### config.mk
export PLATFORM = sky130hd
export DESIGN_NAME = multicycle_control
export DESIGN_NICKNAME = d
export VERILOG_FILES = /design/src/rtl/multicycle_control.sv
export SDC_FILE = /design/constraint.sdc
export NUM_CORES = 1
export LEC_CHECK = 0
export BUFFER_PORTS_ARGS = -buffer_cell sky130_fd_sc_hd__clkbuf_2
export CORE_MARGIN = 2
export CORE_UTILIZATION = 37
export DETAILED_ROUTE_END_ITERATION = 8
export GPL_TIMING_DRIVEN = 0
export PLACE_DENSITY_LB_ADDON = 0.05
export SYNTH_ARGS = -nofsm -noshare
export SYNTH_HDL_FRONTEND = slang
export SYNTH_SLANG_ARGS = --single-unit
### constraint.sdc
create_clock -name clk -period 2.15 [get_ports clk]
set_clock_uncertainty 0.2 [all_clocks]
set_input_delay 0 -clock clk [delete_from_list [all_inputs] [get_ports clk]]
set_output_delay 0 -clock clk [all_outputs]
set_load 0.03 [all_outputs]
### src/rtl/multicycle_control.sv
// Control FSM for the multicycle MIPS datapath.
// Steps through fetch / decode / execute / memory / write-back and drives every
// datapath select and enable. The shared memory port uses a ready handshake; a
// port that stays not-ready for TIMEOUT consecutive cycles traps to ERROR.
// Outputs are decoded from the current state, qualified by mem_ready, zero and opcode.
module multicycle_control #(
    parameter int TIMEOUT = 255,
    parameter int CNT_W   = 8
) (
    input  logic       clk,
    input  logic       reset,
    input  logic [5:0] opcode,
    input  logic       zero,
    input  logic       mem_ready,
    output logic       iord,
    output logic       mem_read,
    output logic       mem_write,
    output logic       ir_write,
    output logic       reg_dst,
    output logic       mem_to_reg,
    output logic       reg_write,
    output logic       alu_src_a,
    output logic [1:0] alu_src_b,
    output logic [1:0] alu_op,
    output logic [1:0] pc_src,
    output logic       pc_en,
    output logic       illegal_op,
    output logic       mem_error,
    output logic [3:0] state
);

    typedef enum logic [3:0] {
        FETCH  = 4'd0,
        DECODE = 4'd1,
        MEMADR = 4'd2,
        MEMRD  = 4'd3,
        MEMWB  = 4'd4,
        MEMWR  = 4'd5,
        RTEXEC = 4'd6,
        RTWB   = 4'd7,
        BRANCH = 4'd8,
        IEXEC  = 4'd9,
        IWB    = 4'd10,
        JUMP   = 4'd11,
        ERROR  = 4'd15
    } state_t;

    localparam logic [5:0] OP_RTYPE = 6'b000000;
    localparam logic [5:0] OP_LW    = 6'b100011;
    localparam logic [5:0] OP_SW    = 6'b101011;
    localparam logic [5:0] OP_BEQ   = 6'b000100;
    localparam logic [5:0] OP_ADDI  = 6'b001000;
    localparam logic [5:0] OP_ORI   = 6'b001101;
    localparam logic [5:0] OP_J     = 6'b000010;

    localparam logic [CNT_W-1:0] WAIT_LIMIT = CNT_W'(TIMEOUT - 1);

    state_t           state_q, state_d;
    logic [CNT_W-1:0] wait_cnt_q, wait_cnt_d;
    logic             mem_error_q, mem_error_d;
    logic             in_mem_state;
    logic             timeout_hit;

    // State, wait counter and sticky error flag; reset aborts any instruction in flight.
    always_ff @(posedge clk or posedge reset) begin
        if (reset) begin
            state_q     <= FETCH;
            wait_cnt_q  <= '0;
            mem_error_q <= 1'b0;
        end else begin
            state_q     <= state_d;
            wait_cnt_q  <= wait_cnt_d;
            mem_error_q <= mem_error_d;
        end
    end

    // Next-state logic; a memory timeout overrides the normal stall (ready wins on the last cycle).
    always_comb begin
        state_d      = state_q;
        mem_error_d  = mem_error_q;
        in_mem_state = (state_q == FETCH) || (state_q == MEMRD) || (state_q == MEMWR);
        wait_cnt_d   = (in_mem_state && !mem_ready) ? wait_cnt_q + CNT_W'(1) : '0;
        timeout_hit  = (TIMEOUT != 0) && in_mem_state && !mem_ready && (wait_cnt_q == WAIT_LIMIT);

        case (state_q)
            FETCH:  if (mem_ready) state_d = DECODE;
            DECODE: begin
                case (opcode)
                    OP_RTYPE:       state_d = RTEXEC;
                    OP_LW, OP_SW:   state_d = MEMADR;
                    OP_BEQ:         state_d = BRANCH;
                    OP_ADDI, OP_ORI: state_d = IEXEC;
                    OP_J:           state_d = JUMP;
                    default:        state_d = FETCH;
                endcase
            end
            MEMADR: state_d = (opcode == OP_LW) ? MEMRD : MEMWR;
            MEMRD:  if (mem_ready) state_d = MEMWB;
            MEMWB:  state_d = FETCH;
            MEMWR:  if (mem_ready) state_d = FETCH;
            RTEXEC: state_d = RTWB;
            RTWB:   state_d = FETCH;
            BRANCH: state_d = FETCH;
            IEXEC:  state_d = IWB;
            IWB:    state_d = FETCH;
            JUMP:   state_d = FETCH;
            ERROR:  state_d = ERROR;
            default: state_d = FETCH;
        endcase

        if (timeout_hit) begin
            state_d     = ERROR;
            mem_error_d = 1'b1;
            wait_cnt_d  = '0;
        end
    end

    // Output decode; ir_write/pc_en in FETCH only fire on a completed read and never during reset.
    always_comb begin
        iord       = 1'b0;
        mem_read   = 1'b0;
        mem_write  = 1'b0;
        ir_write   = 1'b0;
        reg_dst    = 1'b0;
        mem_to_reg = 1'b0;
        reg_write  = 1'b0;
        alu_src_a  = 1'b0;
        alu_src_b  = 2'b00;
        alu_op     = 2'b00;
        pc_src     = 2'b00;
        pc_en      = 1'b0;
        illegal_op = 1'b0;

        case (state_q)
            FETCH: begin
                mem_read  = 1'b1;
                alu_src_b = 2'b01;
                ir_write  = mem_ready && !reset;
                pc_en     = mem_ready && !reset;
            end
            DECODE: begin
                alu_src_b = 2'b11;
                case (opcode)
                    OP_RTYPE, OP_LW, OP_SW, OP_BEQ, OP_ADDI, OP_ORI, OP_J: illegal_op = 1'b0;
                    default: illegal_op = 1'b1;
                endcase
            end
            MEMADR: begin
                alu_src_a = 1'b1;
                alu_src_b = 2'b10;
            end
            MEMRD: begin
                iord     = 1'b1;
                mem_read = 1'b1;
            end
            MEMWB: begin
                mem_to_reg = 1'b1;
                reg_write  = 1'b1;
            end
            MEMWR: begin
                iord      = 1'b1;
                mem_write = 1'b1;
            end
            RTEXEC: begin
                alu_src_a = 1'b1;
                alu_op    = 2'b10;
            end
            RTWB: begin
                reg_dst   = 1'b1;
                reg_write = 1'b1;
            end
            BRANCH: begin
                alu_src_a = 1'b1;
                alu_op    = 2'b01;
                pc_src    = 2'b01;
                pc_en     = zero;
            end
            IEXEC: begin
                alu_src_a = 1'b1;
                alu_src_b = 2'b10;
                alu_op    = (opcode == OP_ORI) ? 2'b11 : 2'b00;
            end
            IWB: reg_write = 1'b1;
            JUMP: begin
                pc_src = 2'b10;
                pc_en  = 1'b1;
            end
            default: begin
            end
        endcase
    end

    assign mem_error = mem_error_q;
    assign state     = state_q;

endmodule

==> key figures, run 1 <==
Status
  • Failing checks: hold timing
  • Status: complete, but fails checks

Clocking
  • CTS tree: built
  • Clock slew at reported path FFs: 0.08 ns
  • Clock latency on the worst-skew pair: 0.28 ns
  • Num CTS Buffers: 3
  • Clock Tree Buf Depth: 2
  • Clock root cell: clkbuf_4
  • H-tree levels: 1
  • Clock Sinks: 13

Cells and area
  • ANT cells: 0
  • Synthesis-to-finish area growth: 23.0%
  • Final Instance Count excl. Fillers: 200
  • Design Area, Final: 1310 µm²
  • Fin nets: 182
  • # fillers: 285
  • Layout cells sized above 1: 28.4%
  • Util after Layout: 47.6%

STA
  • Minimum clock period: 2.01 ns
  • Final worst setup slack: 0.140 ns
  • Worst hold slack: -0.00123 ns
  • Setup violations, final: 0
  • Worst slew pin tran: 0.541 ns
  • Fmax: 0.498 GHz
  • RSZ-0062 raised after global routing: false
  • Slew headroom: 63.9%
  • Fin. max-slew vios: 0
  • Final hold vios: 1
  • Final period utilization: 93.5%

Detailed routing
  • Via count of the routed design: 1110
  • Final wirelength: 2.75 mm
  • DR WL/cell: 13.8 µm
  • Starting DRC count in detailed routing: 66
  • Initial DRT Pass Iterations: 4
  • ANT nets after route: 0
  • Vias per cell: 5.55
  • Drt drc: 0

Setup path
  • Buf/Inv on CP: 3
  • Crit-path cells: dlygate4sd3_1 > clkbuf_2 > and4b_1 > a22oi_2 > nand3_1 > nor4_1 > clkbuf_2
  • Worst EP arrival: 1.81 ns
  • Data required time of the worst path: 1.95 ns
  • Crit Path Category: in2out
  • Crit-path slowest cell: dlygate4sd3_1
  • Crit path max-delay family: buffers and inverters
  • Worst path most repeated cell: clkbuf_2
  • Worst stage delay on the critical path: 0.53 ns
  • Worst Path Max Fanout: 6
  • Worst r2r path cells: 6
  • CP endpoint kind: output port
  • CP Launch Type: input port
  • Reg2reg setup slack: 0.26 ns
  • Capturing point of the worst reg2reg path: state[2]$_DFFE_PP0P_
  • Critical R2R Launch: state[1]$_DFFE_PP0P_

Floorplanning
  • IO Pins: 31
  • Core area: 2760 µm²
  • Row count: 19
  • Die width: 57.7 µm
  • Die height: 57.7 µm
  • Initial Utilization: 38.7%
  • Full die area: 3330 µm²

Placement
  • Routability cong.: 0.780
  • Port Buffers: 28
  • Dpl hpwl: 2.07 mm
  • Pre-CTS setup slack: 0.133 ns
  • Placed cell area: 1250 µm²
  • Placed cells: 195

Job
  • Maxcap violations: 0

Yosys
  • Sequential fraction of the synthesis area: 30.4%
  • Syn Std Cell Area: 1070 µm²
  • Post-Syn Area per Cell: 7.86 µm²
  • Cell variety after synth: 43
  • Syn nets: 148
  • Synth Instances: 136
  • #FFs+latches synth: 13
  • Synth warn: 0

Hold path
  • WHS Path Cells: 3
  • Worst min-delay path endpoint: state[1]$_DFFE_PP0P_
  • Worst hold start: opcode[5]
  • Hold Crit Class: in2reg

Global route
  • Largest net degree at the start of global routing: 20
  • Congestion Overflow GR: 0
  • Vias in the first global route: 1047
  • Initial antenna violation count: 0
  • First-pass GRT wire length: 4.75 mm
  • Total Routing Usage GR: 17.9%

Power
  • Leakage: 0.000649 µW
  • Max VDD drop: 0.000614 V
  • Power per Cell Area: 940 nW/µm²
repair_timing:
item | in CTS | in global routing
buffers inserted | 0 | 0
resized for setup | 0 | 3
setup endpoints to repair | 6 | 4
hold buffers | 3 | 0
hold endpoints to repair | 15 | 0
report_power, final:
group | switching (µW) | internal, µW | total, µW
clock | 80.9 | 69.0 | 150
sequential | 37.4 | 278 | 315
combinational | 535 | 234 | 769
metrics by stage:
step	setup TNS (ns)	total power, µW
after global routing	0	1320
after floorplan	-0.00362	883
final	0	1230
after CTS	0	1230
after global placement	0	1080
after detailed placement	0	1090
synth_stat cells:
| master | n | share of area [%] |
|---|---|---|
| nor2_2 | 1 | 0.59 |
| nor2b_1 | 2 | 1.2 |
| o311a_2 | 1 | 1.1 |
| a21oi_1 | 4 | 1.9 |
| nand2b_1 | 5 | 2.9 |
| nor4_2 | 1 | 1.2 |
| xnor2_1 | 2 | 1.6 |
| buf_4 | 2 | 1.4 |
| dfrtp_1 | 13 | 30 |
| a311oi_1 | 1 | 0.82 |
| a211oi_2 | 1 | 1.2 |
| or4_1 | 1 | 0.70 |
| nand4_1 | 3 | 1.8 |
| and3_1 | 3 | 1.8 |
| and4_1 | 2 | 1.6 |
| o22ai_1 | 2 | 1.2 |
| xor2_1 | 8 | 6.6 |
| a221oi_1 | 1 | 0.82 |
| ha_1 | 2 | 2.3 |
| o211a_1 | 1 | 0.94 |
| nor4b_1 | 1 | 0.82 |
| nor4_1 | 4 | 2.3 |
| nand2_1 | 9 | 3.2 |
| clkbuf_1 | 1 | 0.35 |
| a22oi_1 | 1 | 0.70 |
| inv_1 | 4 | 1.4 |
| or4b_1 | 1 | 0.94 |
| nor2_1 | 21 | 7.4 |
| o21bai_1 | 2 | 1.4 |
| buf_1 | 2 | 0.70 |
| o2111ai_1 | 1 | 0.82 |
| o31ai_1 | 1 | 0.70 |
| and3_2 | 1 | 0.70 |
| nand3_1 | 5 | 2.3 |
| nor3_1 | 7 | 3.3 |
| a31oi_1 | 3 | 1.8 |
| o31a_1 | 1 | 0.82 |
| o211ai_1 | 2 | 1.4 |
| mux2i_1 | 1 | 0.94 |
| buf_2 | 5 | 2.3 |
| o21ai_1 | 2 | 0.94 |
| and4b_1 | 1 | 0.94 |
| o21ai_0 | 4 | 1.9 |
worst max path at each step:
stage	from	to	slack (ns)	cells past startpoint
after floorplan	state[2]$_DFFE_PP0P_	illegal_op	-0.004	3
after global placement	state[1]$_DFFE_PP0P_	state[2]$_DFFE_PP0P_	0.12	6
after detailed placement	state[1]$_DFFE_PP0P_	state[2]$_DFFE_PP0P_	0.13	6
after CTS	state[1]$_DFFE_PP0P_	state[2]$_DFFE_PP0P_	0.05	6
after global routing	reset	pc_en	0.05	6
final	opcode[2]	illegal_op	0.14	7
layout by cell type (no fill, tap or decap), types with 2 or more instances in the layout:
| cell | Yosys | routed |
|---|---|---|
| clkbuf_2 | 0 | 29 |
| nor2_1 | 21 | 21 |
| dfrtp_1 | 13 | 13 |
| nand2_1 | 9 | 9 |
| xor2_1 | 8 | 8 |
| nor3_1 | 7 | 7 |
| buf_2 | 5 | 5 |
| nand2b_1 | 5 | 5 |
| nand3_1 | 5 | 5 |
| inv_1 | 4 | 4 |
| o21ai_0 | 4 | 4 |
| a21oi_1 | 4 | 4 |
| nor4_1 | 4 | 4 |
| a31oi_1 | 3 | 3 |
| nand4_1 | 3 | 3 |
| and3_1 | 3 | 3 |
| clkbuf_4 | 0 | 3 |
| dlygate4sd3_1 | 0 | 3 |
| buf_4 | 2 | 2 |
| o211ai_1 | 2 | 2 |
| nor2b_1 | 2 | 2 |
| and4_1 | 2 | 2 |
| o22ai_1 | 2 | 2 |
| xnor2_1 | 2 | 2 |
| o21bai_1 | 2 | 2 |
| ha_1 | 2 | 2 |
final cells by class:
class | instances | area (µm²) | area share (%)
sequential | 13 | 325 | 24.8
inverter | 4 | 15.0 | 1.14
multi-input combinational | 109 | 692 | 52.7
buffer | 8 | 45.0 | 3.43
timing repair buffer | 31 | 170 | 13.0
clock inverter | 1 | 5.00 | 0.381
clock buffer | 3 | 22.5 | 1.71
tap | 31 | 38.8 | 2.95
state kept, by name (all words and copies together), names as in the netlist:
register / count
wait_cnt_q: 8
state: 4
mem_error: 1
worst register-to-register path, cell delays in order, from the launching register on:
cell and delay (ns):
dfrtp_1 0.38, buf_4 0.20, xor2_1 0.21, nor4_1 0.35, o21ai_2 0.22, nor2_1 0.16
a211oi_2 0.05
logic make-up (layout without fill, tap and decap cells):
logic type | after synthesis | count (layout) | synth area share, %
buf+inv | 14 | 47 | 6.20
xor+xnor | 10 | 10 | 8.20
fa+ha+maj | 2 | 2 | 2.34
flops | 13 | 13 | 30.4
compound gates | 28 | 28 | 18.3
mux | 1 | 1 | 0.937
simple gates | 68 | 68 | 33.6
per-layer routing:
| layer | up-vias | track usage (%) | wire length, µm |
|---|---|---|---|
| met5 | - | 0 | 0 |
| met4 | 0 | 9.97 | 69 |
| met3 | 8 | 1.34 | 92 |
| met2 | 27 | 29.1 | 1290 |
| met1 | 508 | 23.7 | 1300 |
| li1 | 567 | - | - |
Note: power is estimated with default switching activity, not from simulation.
==> run 2, diff against run 1 <==
==> constraint.sdc (replaced) <==
create_clock -name clk -period 2.22 [get_ports clk]
set_clock_uncertainty 0.2 [all_clocks]
set_input_delay 0 -clock clk [delete_from_list [all_inputs] [get_ports clk]]
set_output_delay 0 -clock clk [all_outputs]
set_load 0.03 [all_outputs]
==> run 2 against run 1 <==
  * Routed wire length rose by 0.80%
  * The flow still finishes with violations (hold timing)
  * Critical path type unchanged
  * Die area did not move
  * First-iteration DRC count fell by 26%
  * Register-to-register slack got worse by 0.06 ns
  * Sequential share of layout area barely moved
  * Final area fell by 0.19%
  * Non-clock buffer count rose by 1
  * Global-route usage rose by 0.14 points
  * Combinational power fell by 3.1%
  * Sequential power fell by 3%
  * Utilization fell by 0.091 points
==> key figures, run 2 (synthesis results as in run 1) <==
Power
  • Power per Cell Area: 912 nW/µm² (was 940 nW/µm²)
  • Internal power: 562 µW (was 581 µW)
  • Comb power frac: 62.3% (about the same)
  • Sequential power share: 25.6% (about the same)
  • Max VDD drop: 0.000626 V (was 0.000614 V)
  • Psw: 634 µW (was 654 µW)
  • Leakage: 0.000649 µW (about the same)
  • Pwr Total: 1200 µW (was 1230 µW)
  • Switching share of power: 53.0% (was 52.9%)
  • Clock share of power: 12.1% (about the same)

STA
  • Final period utilization: 94.5%
  • Worst slew pin tran: 0.628 ns (was 0.541 ns)
  • Setup violations, final: 0 (unchanged)
  • Final hold vios: 1 (unchanged)
  • Worst hold slack: -0.000317 ns (was -0.00123 ns)
  • TNS Setup: 0 ns (unchanged)
  • Fmax: 0.477 GHz
  • Slew headroom: 57.9% (was 63.9%)
  • RSZ-0062 raised after global routing: false (unchanged)
  • Fin. max-slew vios: 0 (unchanged)
  • Minimum clock period: 2.10 ns

Cells and area
  • Fin nets: 183 (was 182)
  • Most common cell after layout, fill and taps aside: clkbuf_2 (unchanged)
  • ANT cells: 0 (unchanged)
  • Most frequent cells in the layout: clkbuf_2 (29), nor2_1 (20), dfrtp_1 (13), nand2_1 (9), xor2_1 (8) (was clkbuf_2 (29), nor2_1 (21), dfrtp_1 (13), nand2_1 (9), xor2_1 (8))
  • Synthesis-to-finish area growth: 22.7% (was 23.0%)
  • Layout cells sized above 1: 27.6% (was 28.4%)
  • Design Area, Final: 1310 µm² (about the same)
  • Largest register FFs: 8 (unchanged)
  • # fillers: 279 (was 285)
  • Largest Register: wait_cnt_q (unchanged)

Clocking
  • Clock root cell: clkbuf_4 (unchanged)
  • H-tree levels: 1 (unchanged)
  • Clock latency on the worst-skew pair: 0.28 ns (about the same)
  • Clock Sinks: 13 (unchanged)
  • CTS tree: built (unchanged)
  • Num CTS Buffers: 3 (unchanged)
  • Clock slew at reported path FFs: 0.08 ns (about the same)
  • Post-CTS Setup Bufs: 0 (unchanged)
  • Clock Tree Buf Depth: 2 (unchanged)

Setup path
  • Worst EP arrival: 1.90 ns (was 1.81 ns)
  • CP endpoint kind: output port (unchanged)
  • Worst Path Max Fanout: 6 (unchanged)
  • Worst path most repeated cell: clkbuf_2 (unchanged)
  • Crit path max-delay family: buffers and inverters (unchanged)
  • Crit-path slowest cell: dlygate4sd3_1 (unchanged)
  • Crit-path cells: dlygate4sd3_1 > clkbuf_2 > and4b_1 > a22oi_1 > nand3_1 > nor4_1 > clkbuf_2 (was dlygate4sd3_1 > clkbuf_2 > and4b_1 > a22oi_2 > nand3_1 > nor4_1 > clkbuf_2)
  • Data required time of the worst path: 2.02 ns (was 1.95 ns)
  • Buf/Inv on CP: 3 (unchanged)
  • CP Launch Type: input port (unchanged)
  • Worst stage delay on the critical path: 0.53 ns (about the same)
  • Crit Path Category: in2out (unchanged)

Detailed routing
  • Final wirelength: 2.78 mm (was 2.75 mm)
  • Vias per cell: 5.44 (was 5.55)
  • DR WL/cell: 13.8 µm (about the same)
  • Drt drc: 0 (unchanged)
  • ANT nets after route: 0 (unchanged)
  • Starting DRC count in detailed routing: 49 (was 66)
  • Via count of the routed design: 1093 (was 1110)
  • Initial DRT Pass Iterations: 4 (unchanged)

Floorplanning
  • IO Pins: 31 (unchanged)
  • Initial Utilization: 38.7% (unchanged)
  • Die height: 57.7 µm (unchanged)
  • Full die area: 3330 µm² (unchanged)
  • Die width: 57.7 µm (unchanged)
  • Core area: 2760 µm² (unchanged)
  • Row count: 19 (unchanged)

Hold path
  • Hold Crit Class: in2reg (unchanged)

Placement
  • Port Buffers: 28 (unchanged)
  • Placed cell area: 1250 µm² (unchanged)
  • Dpl hpwl: 2.07 mm (unchanged)
  • Routability cong.: 0.780 (unchanged)

Global route
  • Total Routing Usage GR: 18.1% (was 17.9%)
  • First-pass GRT wire length: 4.78 mm (was 4.75 mm)
  • Congestion Overflow GR: 0 (unchanged)
  • Largest net degree at the start of global routing: 20 (unchanged)
  • Initial antenna violation count: 0 (unchanged)
  • Vias in the first global route: 1062 (was 1047)

Status
  • Failing checks: hold timing (unchanged)
  • Status: complete, but fails checks (unchanged)

Job
  • Maxcap violations: 0 (unchanged)
## run 2: final cells by class
| type | count | area (µm²) | area share [%] |
|---|---|---|---|
| Clock inverter | 1 | 5.00 | 0.382 |
| Timing Repair Buffer | 31 | 170 | 13.0 |
| Sequential cell | 13 | 325 | 24.8 |
| Tap cell | 31 | 38.8 | 2.96 |
| Clock buffer | 3 | 22.5 | 1.72 |
| Inverter | 4 | 15.0 | 1.15 |
| Buffer | 9 | 48.8 | 3.72 |
| Multi-Input combinational cell | 109 | 686 | 52.3 |
## run 2: power by group through the flow
| stage | Clock, µW | Combinational (µW) | Sequential (µW) |
|---|---|---|---|
| after global placement | 0 | 735 | 309 |
| after CTS | 149 | 742 | 305 |
| after global routing | 159 | 812 | 311 |
| after detailed placement | 0 | 741 | 310 |
| final | 145 | 745 | 306 |
| after floorplan | 0 | 514 | 341 |
## run 2: final timing paths
path / from / end / slack, ns / depth (start not counted)
min: opcode[5] / state[1]$_DFFE_PP0P_ / -0.0003 / 3
min reg2reg: mem_error$_DFFE_PP0N_ / mem_error$_DFFE_PP0N_ / 0.27 / 1
max reg2reg: state[0]$_DFFE_PP0P_ / state[2]$_DFFE_PP0P_ / 0.20 / 6
min in group asynchronous: reset / mem_error$_DFFE_PP0N_ / 0.10 / 3
max in group asynchronous: reset / wait_cnt_q[2]$_DFF_PP0_ / 1.36 / 3
max: opcode[2] / illegal_op / 0.12 / 7
## run 2: layer usage
metal / vias up / part of all wire (%) / global-route usage, %
met5: - / 0 / 0
met4: 0 / 1.6 / 9.97
met3: 5 / 2.8 / 1.34
met2: 24 / 47 / 29.9
met1: 497 / 48 / 23.4
li1: 567 / - / -
## run 2: worst min-delay path: stages
cell,delay (ns)
clkbuf_2,0.13
a31oi_1,0.09
o2111ai_1,0.21
## run 2: timing repair
action / in CTS / in global routing
endpoints found under the setup margin: 2 / 1
gates resized for setup: 0 / 3
hold buffers: 3 / 0
endpoints found under the hold margin: 15 / 0
## run 2: stage by stage
step | hold WS (ns) | util (%) | cells | worst slack (ns)
floorplan | -0.310 | - | 136 | 0.0664
global placement | -0.150 | 45.5 | 195 | 0.186
detailed placement | -0.148 | 45.5 | 195 | 0.203
CTS | 0.00683 | 47.4 | 201 | 0.0564
global route | 0.0453 | 47.5 | 201 | 0.00121
finish | -0.000317 | 47.5 | 201 | 0.122
